`config.mk`:
```
export PLATFORM = sky130hd
export DESIGN_NAME = mc_ctrl
export DESIGN_NICKNAME = d
export VERILOG_FILES = /design/src/rtl/mc_pkg.sv /design/src/rtl/mc_decode.sv /design/src/rtl/mc_ctrl.sv
export SDC_FILE = /design/constraint.sdc
export NUM_CORES = 1
export LEC_CHECK = 0
export ABC_AREA = 1
export BUFFER_PORTS_ARGS = -buffer_cell sky130_fd_sc_hd__buf_2
export CAP_MARGIN = 20
export CELL_PAD_IN_SITES_DETAIL_PLACEMENT = 1
export CELL_PAD_IN_SITES_GLOBAL_PLACEMENT = 1
export CORE_ASPECT_RATIO = 1.25
export CORE_MARGIN = 3
export CORE_UTILIZATION = 27
export CTS_CLUSTER_DIAMETER = 150
export DETAILED_ROUTE_END_ITERATION = 16
export GPL_TIMING_DRIVEN = 0
export PLACE_DENSITY_LB_ADDON = 0.1
export SYNTH_ARGS = -nofsm -noshare
export SYNTH_HDL_FRONTEND = slang
export SYNTH_SLANG_ARGS = --single-unit
```
`constraint.sdc`:
```
create_clock -name clk -period 3.6 [get_ports clk]
set_input_delay 0.18 -clock clk [delete_from_list [all_inputs] [get_ports clk]]
set_output_delay 0.18 -clock clk [all_outputs]
set_load 0.01 [all_outputs]
```
`src/rtl/mc_pkg.sv`:
```
// Shared constants for the multi-cycle MIPS control unit:
// opcodes, functs, ALU ops, FSM states and datapath selects.
package mc_pkg;

    localparam int ALU_OP_W = 4;
    localparam int ST_W     = 4;

    localparam logic [5:0] OP_RTYPE = 6'h00;
    localparam logic [5:0] OP_J     = 6'h02;
    localparam logic [5:0] OP_JAL   = 6'h03;
    localparam logic [5:0] OP_BEQ   = 6'h04;
    localparam logic [5:0] OP_ADDIU = 6'h09;
    localparam logic [5:0] OP_ORI   = 6'h0d;
    localparam logic [5:0] OP_LUI   = 6'h0f;
    localparam logic [5:0] OP_LW    = 6'h23;
    localparam logic [5:0] OP_SW    = 6'h2b;

    localparam logic [5:0] F_JR   = 6'h08;
    localparam logic [5:0] F_ADDU = 6'h21;
    localparam logic [5:0] F_SUBU = 6'h23;
    localparam logic [5:0] F_AND  = 6'h24;
    localparam logic [5:0] F_OR   = 6'h25;
    localparam logic [5:0] F_XOR  = 6'h26;

    localparam logic [ALU_OP_W-1:0] ALU_ADD = 4'd0;
    localparam logic [ALU_OP_W-1:0] ALU_SUB = 4'd1;
    localparam logic [ALU_OP_W-1:0] ALU_AND = 4'd2;
    localparam logic [ALU_OP_W-1:0] ALU_OR  = 4'd3;
    localparam logic [ALU_OP_W-1:0] ALU_XOR = 4'd4;
    localparam logic [ALU_OP_W-1:0] ALU_LUI = 4'd5;

    typedef enum logic [ST_W-1:0] {
        S_RST, S_FETCH, S_DECODE, S_EXEC_R, S_EXEC_I, S_WB_ALU,
        S_MEM_ADDR, S_MEM_RD, S_WB_MEM, S_MEM_WR, S_BRANCH,
        S_JUMP, S_TRAP
    } state_e;

    typedef enum logic [3:0] {
        C_NOP, C_RTYPE, C_ITYPE, C_LW, C_SW,
        C_BEQ, C_J, C_JAL, C_JR, C_ILL
    } cls_e;

    localparam logic [1:0] PC_ALU = 2'd0;
    localparam logic [1:0] PC_BR  = 2'd1;
    localparam logic [1:0] PC_JMP = 2'd2;
    localparam logic [1:0] PC_RS  = 2'd3;

    localparam logic [1:0] WSEL_RT = 2'd0;
    localparam logic [1:0] WSEL_RD = 2'd1;
    localparam logic [1:0] WSEL_RA = 2'd2;

    localparam logic [1:0] WD_ALU = 2'd0;
    localparam logic [1:0] WD_MEM = 2'd1;
    localparam logic [1:0] WD_PC  = 2'd2;

    localparam logic [1:0] SRC2_RT  = 2'd0;
    localparam logic [1:0] SRC2_4   = 2'd1;
    localparam logic [1:0] SRC2_IMM = 2'd2;

endpackage

```
`src/rtl/mc_decode.sv`:
```
// Combinational instruction decoder: class, ALU op, imm extension
// and register write select for the control FSM.
module mc_decode
    import mc_pkg::*;
(
    input  logic [31:0] ir,
    output cls_e        cls,
    output logic [3:0]  alu_op,
    output logic        ext_op,
    output logic [1:0]  rf_wsel
);

    logic [5:0] op;
    logic [5:0] fn;
    logic       rt;

    assign op = ir[31:26];
    assign fn = ir[5:0];
    assign rt = (op == OP_RTYPE);

    always_comb begin
        cls     = C_ILL;
        alu_op  = ALU_ADD;
        ext_op  = 1'b0;
        rf_wsel = WSEL_RT;
        // ir==0 has funct 0, so it cannot overlap any R-type arm
        unique case (1'b1)
            (ir == 32'd0):            cls = C_NOP;
            (rt && fn == F_ADDU): begin
                cls = C_RTYPE; alu_op = ALU_ADD; rf_wsel = WSEL_RD;
            end
            (rt && fn == F_SUBU): begin
                cls = C_RTYPE; alu_op = ALU_SUB; rf_wsel = WSEL_RD;
            end
            (rt && fn == F_AND): begin
                cls = C_RTYPE; alu_op = ALU_AND; rf_wsel = WSEL_RD;
            end
            (rt && fn == F_OR): begin
                cls = C_RTYPE; alu_op = ALU_OR; rf_wsel = WSEL_RD;
            end
            (rt && fn == F_XOR): begin
                cls = C_RTYPE; alu_op = ALU_XOR; rf_wsel = WSEL_RD;
            end
            (rt && fn == F_JR):       cls = C_JR;
            (op == OP_ORI): begin
                cls = C_ITYPE; alu_op = ALU_OR;
            end
            (op == OP_ADDIU): begin
                cls = C_ITYPE; alu_op = ALU_ADD; ext_op = 1'b1;
            end
            (op == OP_LUI): begin
                cls = C_ITYPE; alu_op = ALU_LUI;
            end
            (op == OP_LW): begin
                cls = C_LW; ext_op = 1'b1;
            end
            (op == OP_SW): begin
                cls = C_SW; ext_op = 1'b1;
            end
            (op == OP_BEQ): begin
                cls = C_BEQ; alu_op = ALU_SUB;
            end
            (op == OP_J):             cls = C_J;
            (op == OP_JAL):           cls = C_JAL;
            default:                  cls = C_ILL;
        endcase
    end

endmodule

```
`src/rtl/mc_ctrl.sv`:
```
// Multi-cycle MIPS control FSM driving the datapath strobes and ALU op.
// Define MC_CTRL_ILLEGAL_TRAP_EN to trap on undecodable instructions.
module mc_ctrl
    import mc_pkg::*;
(
    input  logic        clk,
    input  logic        rst_n,
    input  logic [31:0] ir,
    input  logic        zero,
    input  logic        mem_ready,
    output logic        ir_we,
    output logic        pc_we,
    output logic [1:0]  pc_src,
    output logic        mem_rd,
    output logic        mem_wr,
    output logic        rf_we,
    output logic [1:0]  rf_wsel,
    output logic [1:0]  rf_wdsel,
    output logic        alu_src1,
    output logic [1:0]  alu_src2,
    output logic        ext_op,
    output logic [3:0]  alu_op,
    output logic [3:0]  state,
    output logic        illegal
);

    state_e     st, nxt;
    cls_e       d_cls;
    logic [3:0] d_op;
    logic       d_ext;
    logic [1:0] d_wsel;

    mc_decode u_dec (
        .ir      (ir),
        .cls     (d_cls),
        .alu_op  (d_op),
        .ext_op  (d_ext),
        .rf_wsel (d_wsel)
    );

    always_ff @(posedge clk or negedge rst_n) begin
        if (!rst_n) st <= S_RST;
        else        st <= nxt;
    end

    assign state = st;

    always_comb begin
        nxt      = st;
        ir_we    = 1'b0;
        pc_we    = 1'b0;
        pc_src   = PC_ALU;
        mem_rd   = 1'b0;
        mem_wr   = 1'b0;
        rf_we    = 1'b0;
        rf_wsel  = WSEL_RT;
        rf_wdsel = WD_ALU;
        alu_src1 = 1'b0;
        alu_src2 = SRC2_RT;
        ext_op   = 1'b0;
        alu_op   = ALU_ADD;
        illegal  = 1'b0;
        unique case (st)
            S_RST: nxt = S_FETCH;
            S_FETCH: begin
                mem_rd   = 1'b1;
                alu_src1 = 1'b1;
                alu_src2 = SRC2_4;
                if (mem_ready) begin
                    ir_we = 1'b1;
                    pc_we = 1'b1;
                    nxt   = S_DECODE;
                end
            end
            S_DECODE: begin
                unique case (d_cls)
                    C_RTYPE:     nxt = S_EXEC_R;
                    C_ITYPE:     nxt = S_EXEC_I;
                    C_LW, C_SW:  nxt = S_MEM_ADDR;
                    C_BEQ:       nxt = S_BRANCH;
                    C_J, C_JAL,
                    C_JR:        nxt = S_JUMP;
`ifdef MC_CTRL_ILLEGAL_TRAP_EN
                    C_ILL:       nxt = S_TRAP;
`endif
                    default:     nxt = S_FETCH;
                endcase
            end
            S_EXEC_R: begin
                alu_op = d_op;
                nxt    = S_WB_ALU;
            end
            S_EXEC_I: begin
                alu_src2 = SRC2_IMM;
                ext_op   = d_ext;
                alu_op   = d_op;
                nxt      = S_WB_ALU;
            end
            S_WB_ALU: begin
                // keep the EXEC operands steering the ALU result being written
                rf_we    = 1'b1;
                rf_wsel  = d_wsel;
                alu_src2 = (d_cls == C_RTYPE) ? SRC2_RT : SRC2_IMM;
                ext_op   = d_ext;
                alu_op   = d_op;
                nxt      = S_FETCH;
            end
            S_MEM_ADDR: begin
                alu_src2 = SRC2_IMM;
                ext_op   = 1'b1;
                nxt      = (d_cls == C_SW) ? S_MEM_WR : S_MEM_RD;
            end
            S_MEM_RD: begin
                mem_rd   = 1'b1;
                alu_src2 = SRC2_IMM;
                ext_op   = 1'b1;
                if (mem_ready) nxt = S_WB_MEM;
            end
            S_WB_MEM: begin
                rf_we    = 1'b1;
                rf_wdsel = WD_MEM;
                nxt      = S_FETCH;
            end
            S_MEM_WR: begin
                mem_wr = 1'b1;
                if (mem_ready) nxt = S_FETCH;
            end
            S_BRANCH: begin
                alu_op = ALU_SUB;
                pc_src = PC_BR;
                pc_we  = zero;
                nxt    = S_FETCH;
            end
            S_JUMP: begin
                pc_we  = 1'b1;
                pc_src = (d_cls == C_JR) ? PC_RS : PC_JMP;
                if (d_cls == C_JAL) begin
                    rf_we    = 1'b1;
                    rf_wsel  = WSEL_RA;
                    rf_wdsel = WD_PC;
                end
                nxt = S_FETCH;
            end
            S_TRAP: begin
`ifdef MC_CTRL_ILLEGAL_TRAP_EN
                illegal = 1'b1;
                nxt     = S_TRAP;
`else
                nxt     = S_FETCH;
`endif
            end
            default: nxt = S_RST;
        endcase
    end

endmodule

```
# Word-level counts from Yosys, hierarchy flattened
# Memories as Yosys holds them, arrays and structs flattened.
# Index checks and enable logic that the tools add are counted.
# classes
n_eq_ne,33
n_reduce_logical,23
n_mux,26
# ops
op,count
equality test 6 bit (second input constant),7
one-hot mux 4 bit (9 select lines),1
logical NOT 32 bit,1
one-hot mux 4 bit (7 select lines),1
equality test 4 x 3 -> 1 bit (second input constant),6
equality test 4 bit (second input constant),6
equality test 6 x 4 -> 1 bit (second input constant),4
two-way mux 4 bit,4
one-hot mux 3 bit (5 select lines),1
OR reduction 2 bit,7
equality test 6 x 2 -> 1 bit (second input constant),2
one-hot mux 2 bit (2 select lines),3
OR reduction 3 bit,4
two-way mux 1 bit,9
equality test 4 x 1 -> 1 bit (second input constant),2
equality test 4 x 2 -> 1 bit (second input constant),2
one-hot mux 4 bit (2 select lines),1
equality test 6 x 3 -> 1 bit (second input constant),1
logical AND 1 bit,6
logical NOT 6 bit,1
!= test 2 bit (second input constant),3
one-hot mux 2 bit (3 select lines),1
OR reduction 6 bit,1
OR reduction 5 bit,1
5 further kinds,7
# word_totals
n_memories,1
mem_bits_ro,64
register_bits,4
# mem_list
name,words,width,read_ports,rd_ports_with_merged_regs,wr,line_no,text
(no name shown),16,4,1,0,0,mc_ctrl.sv:76,unique case (d_cls)

# Depth between registers and ports, before layout
# depth
ltp_word,7
ltp_mapped,12

# Hierarchy
# A second synthesis with hierarchy kept.
# unflattened
hier_cells,208
hier_area_um2,1061.0
# modules_own_cells
module,area_each_um2,n_inst,cells_per_inst
mc_ctrl,565.5,1,107
mc_decode,495.5,1,101

# Worst setup path before layout
# OpenSTA, ideal clock, no wires.
# synth_path
path_kind,register -> output
startpoint,register st[3] (netlist: state[3])
endpoint,output port rf_we
stages_incl_launch_ff,8
t_arrival_ns,1.422
required_ns,3.420
slack_ns,1.998
cell_sequence,dfrtp_1 > inv_1 > nor2_1 > inv_1 > nor2_1 > inv_1 > nor2_1 > or3_1
# synth_between
elab_chain_cells,3
elab_cells_between_ends,5
# synth_rtl
element,line_no,text
from (decl),mc_ctrl.sv:27,"state_e st, nxt;"
from (signal assigned),mc_ctrl.sv:43,else st <= nxt;
equality test 4 bit or equality test 4 x 3 -> 1 bit (tied branches),mc_ctrl.sv:63,unique case (st)
OR reduction 2 bit (no source line),n/a,
one-hot mux 1 bit (2 select lines) (*),mc_ctrl.sv:63,
to (decl),mc_ctrl.sv:16,"output logic rf_we,"
# Every way passes the cells marked *; elsewhere a longest branch is shown, timed or not.

# Final worst setup path
# layout_path
startpoint,register st[2] (netlist: state[2])
endpoint,output port rf_we
# The elaborated chain is that of the path after synthesis.

==> results.tsv <==
stage	metric	value	unit
sta	Final Skew	0.00219	ns
worst_setup_path	RR Endpoint	state[0]	
clock_tree	clk_lat worst skew	0.23	ns
final_layout	commonest non-fill, non-tap cell in the layout	buf_2	
routing	drt drc	0	
yosys	Mapped Cells	173	
worst_setup_path	CP Class	flop to output pin	
clock_tree	CTS max path bufs	2	
power_and_ir_drop	Pwr Total	494	uW
clock_tree	Clock transition at path regs	0.04	ns
sta	setup_tns	0	ns
yosys	register area share after synthesis	0.114	
power_and_ir_drop	Peak VDD IR	0.000241	V
power_and_ir_drop	power density cells	396	nW/um^2
yosys	largest cells by area after synthesis	nor2_1, nand2_1, inv_1	
floorplanning	die footprint	3980	sq um
routing	DR iter-0 viols	26	
outcome	outcome	finished clean	
routing	post-DR wirelength/cell	11.3	microns
final_layout	Final Cell Area	1250	sq um
flow_run	MaxCap Viol Count	0	
worst_setup_path	critical path fanouts, max	4	
worst_setup_path	worst setup path start	state[2]	
worst_setup_path	Req. time, crit path	3.42	ns
final_layout	ant diodes	0	
yosys	largest area contributor in the netlist	nor2_1	
routing	DR vias	1287	
grt	pin count of the biggest net entering global routing	10	
floorplanning	IO Count	60	
yosys	Seq cells post-synth	4	
routing	overall routed net length	3070	microns
worst_setup_path	reg2reg start	state[0]	
worst_setup_path	Worst Reg-to-Reg Cells	8	
sta	Fin. Hold Viols	0	
worst_setup_path	Critical Path Sink Type	output pin	
grt	first-pass GRT wire length	5170	microns
final_layout	max reg flops	4	
placement	DP HPWL	2760	microns
worst_setup_path	WP data arrival	1.65	ns
routing	Final ANT Viol Nets	0	
clock_tree	post-cts resize count	0	
final_layout	most frequent cells in the layout	buf_2, nor2_1, nand2_1	
clock_tree	Root Buffer	clkbuf_4	
placement	Placer Congestion	0.805	
floorplanning	Site Rows	22	
grt	gr ovfl total	0	
floorplanning	Initial Util	0.290	
final_layout	fillers	477	
clock_tree	clock sinks	4	
floorplanning	core box area	3030	sq um
floorplanning	die width	57.1	microns
clock_tree	CTS tree	done	
final_layout	Nets	273	
sta	fmax	0.545	GHz
routing	DRT Pass-1 Iters	3	
min_path	Worst Hold Class	input port to asynchronous set/reset pin	
placement	Port-buffer cells	57	
sta	RSZ-0062 raised after global routing	no	
placement	Area after DPL	1210	sq um
sta	minimum hold slack	0.276	ns
floorplanning	Die Y	69.8	microns
final_layout	Layout Utilization	0.412	
grt	total track usage	0.158	
worst_setup_path	flop-to-flop setup slack	1.98	ns
routing	drt via density	4.75	
final_layout	share of layout cells above drive strength 1	0.332	
power_and_ir_drop	leakage	0.770	nW
clock_tree	Hold Buf Count CTS	1	
worst_setup_path	Startpoint Class	flop	
yosys	Mapped Area	880	sq um
sta	Final min period	1.83	ns
final_layout	Area Growth Syn to Fin	41.7	%
clock_tree	Num CTS Buffers	3	
sta	fin crit share	0.509	
sta	final setup vio count	0	
grt	initial antenna violation count	0	
grt	number of global-route vias before repair	1265	
yosys	Syn Area/Cell	5.08	sq um
yosys	Synth cell types	24	
sta	Slew Viols, Final	0	
yosys	top cell type's share of synthesized area	0.192	
yosys	yosys synthesis warning count	0	
clock_tree	postcts setup bufs	0	
clock_tree	H-Tree Depth	1	
[synthesized netlist by cell type (all sizes together)]
cell	number
a21oi	3
a31oi	1
a41oi	1
and2	1
buf	3
conb	1
dfrtp	4
inv	29
nand2	41
nand3	16
nand4	6
nor2	51
nor3	6
o21ai	8
o22ai	1
or3	1
[stage by stage]
stage | cells | setup slack, ns
6_report | 271 | 1.77
5_1_grt | 271 | 1.55
4_1_cts | 271 | 1.75
3_5_place_dp | 267 | 1.80
3_3_place_gp | 267 | 1.86
2_1_floorplan | 174 | 2.00
[how the worst max path moves through the flow]
stage,end,slack [ns],cells after the start
after floorplan,rf_we,2.00,7
after global placement,alu_src2[1],1.86,12
after detailed placement,alu_src2[1],1.80,12
after CTS,alu_op[0],1.75,8
after global routing,alu_op[0],1.55,8
final,rf_we,1.77,7
[worst max-delay path, stage by stage (launching register included)]
cell,delay [ns]
dfrtp_1,0.39
nor2_1,0.29
inv_1,0.12
nor2_1,0.18
inv_1,0.10
nor2_1,0.11
or3_1,0.11
buf_2,0.12
[final cells by class]
type | count | area, sq um | area share
repair buffers | 58 | 295 | 0.237
inverters | 29 | 109 | 0.0873
plain buffers | 3 | 22.5 | 0.0181
clock buffers | 3 | 22.5 | 0.0181
flip-flops and latches | 4 | 100 | 0.0803
well taps | 36 | 45.0 | 0.0361
multi-input cells | 138 | 652 | 0.523
[routing by layer]
layer | GRT usage | up-vias | share of wire | wire (microns)
li1 | - | 668 | - | -
met3 | 0.0149 | 2 | 0.047 | 144
met2 | 0.333 | 36 | 0.58 | 1770
met4 | 0.0464 | 0 | 0.0062 | 19
met1 | 0.152 | 581 | 0.37 | 1130
met5 | 0 | - | 0 | 0
[cell families after synthesis]
group,count (synthesis),share of synthesized area
AOI/OAI and AO/OA,14,0.0910
buffers and inverters,32,0.149
DFF,4,0.114
other,1,0.00426
and+or+nand+nor,122,0.642
[power by group]
| group | total (mW) | switching, mW | internal [mW] |
|---|---|---|---|
| Sequential | 0.0835 | 0.0195 | 0.0639 |
| Combinational | 0.355 | 0.225 | 0.130 |
| Clock | 0.0549 | 0.0177 | 0.0372 |
| Total | 0.494 | 0.262 | 0.231 |
Power figures use the tool's default switching activity.
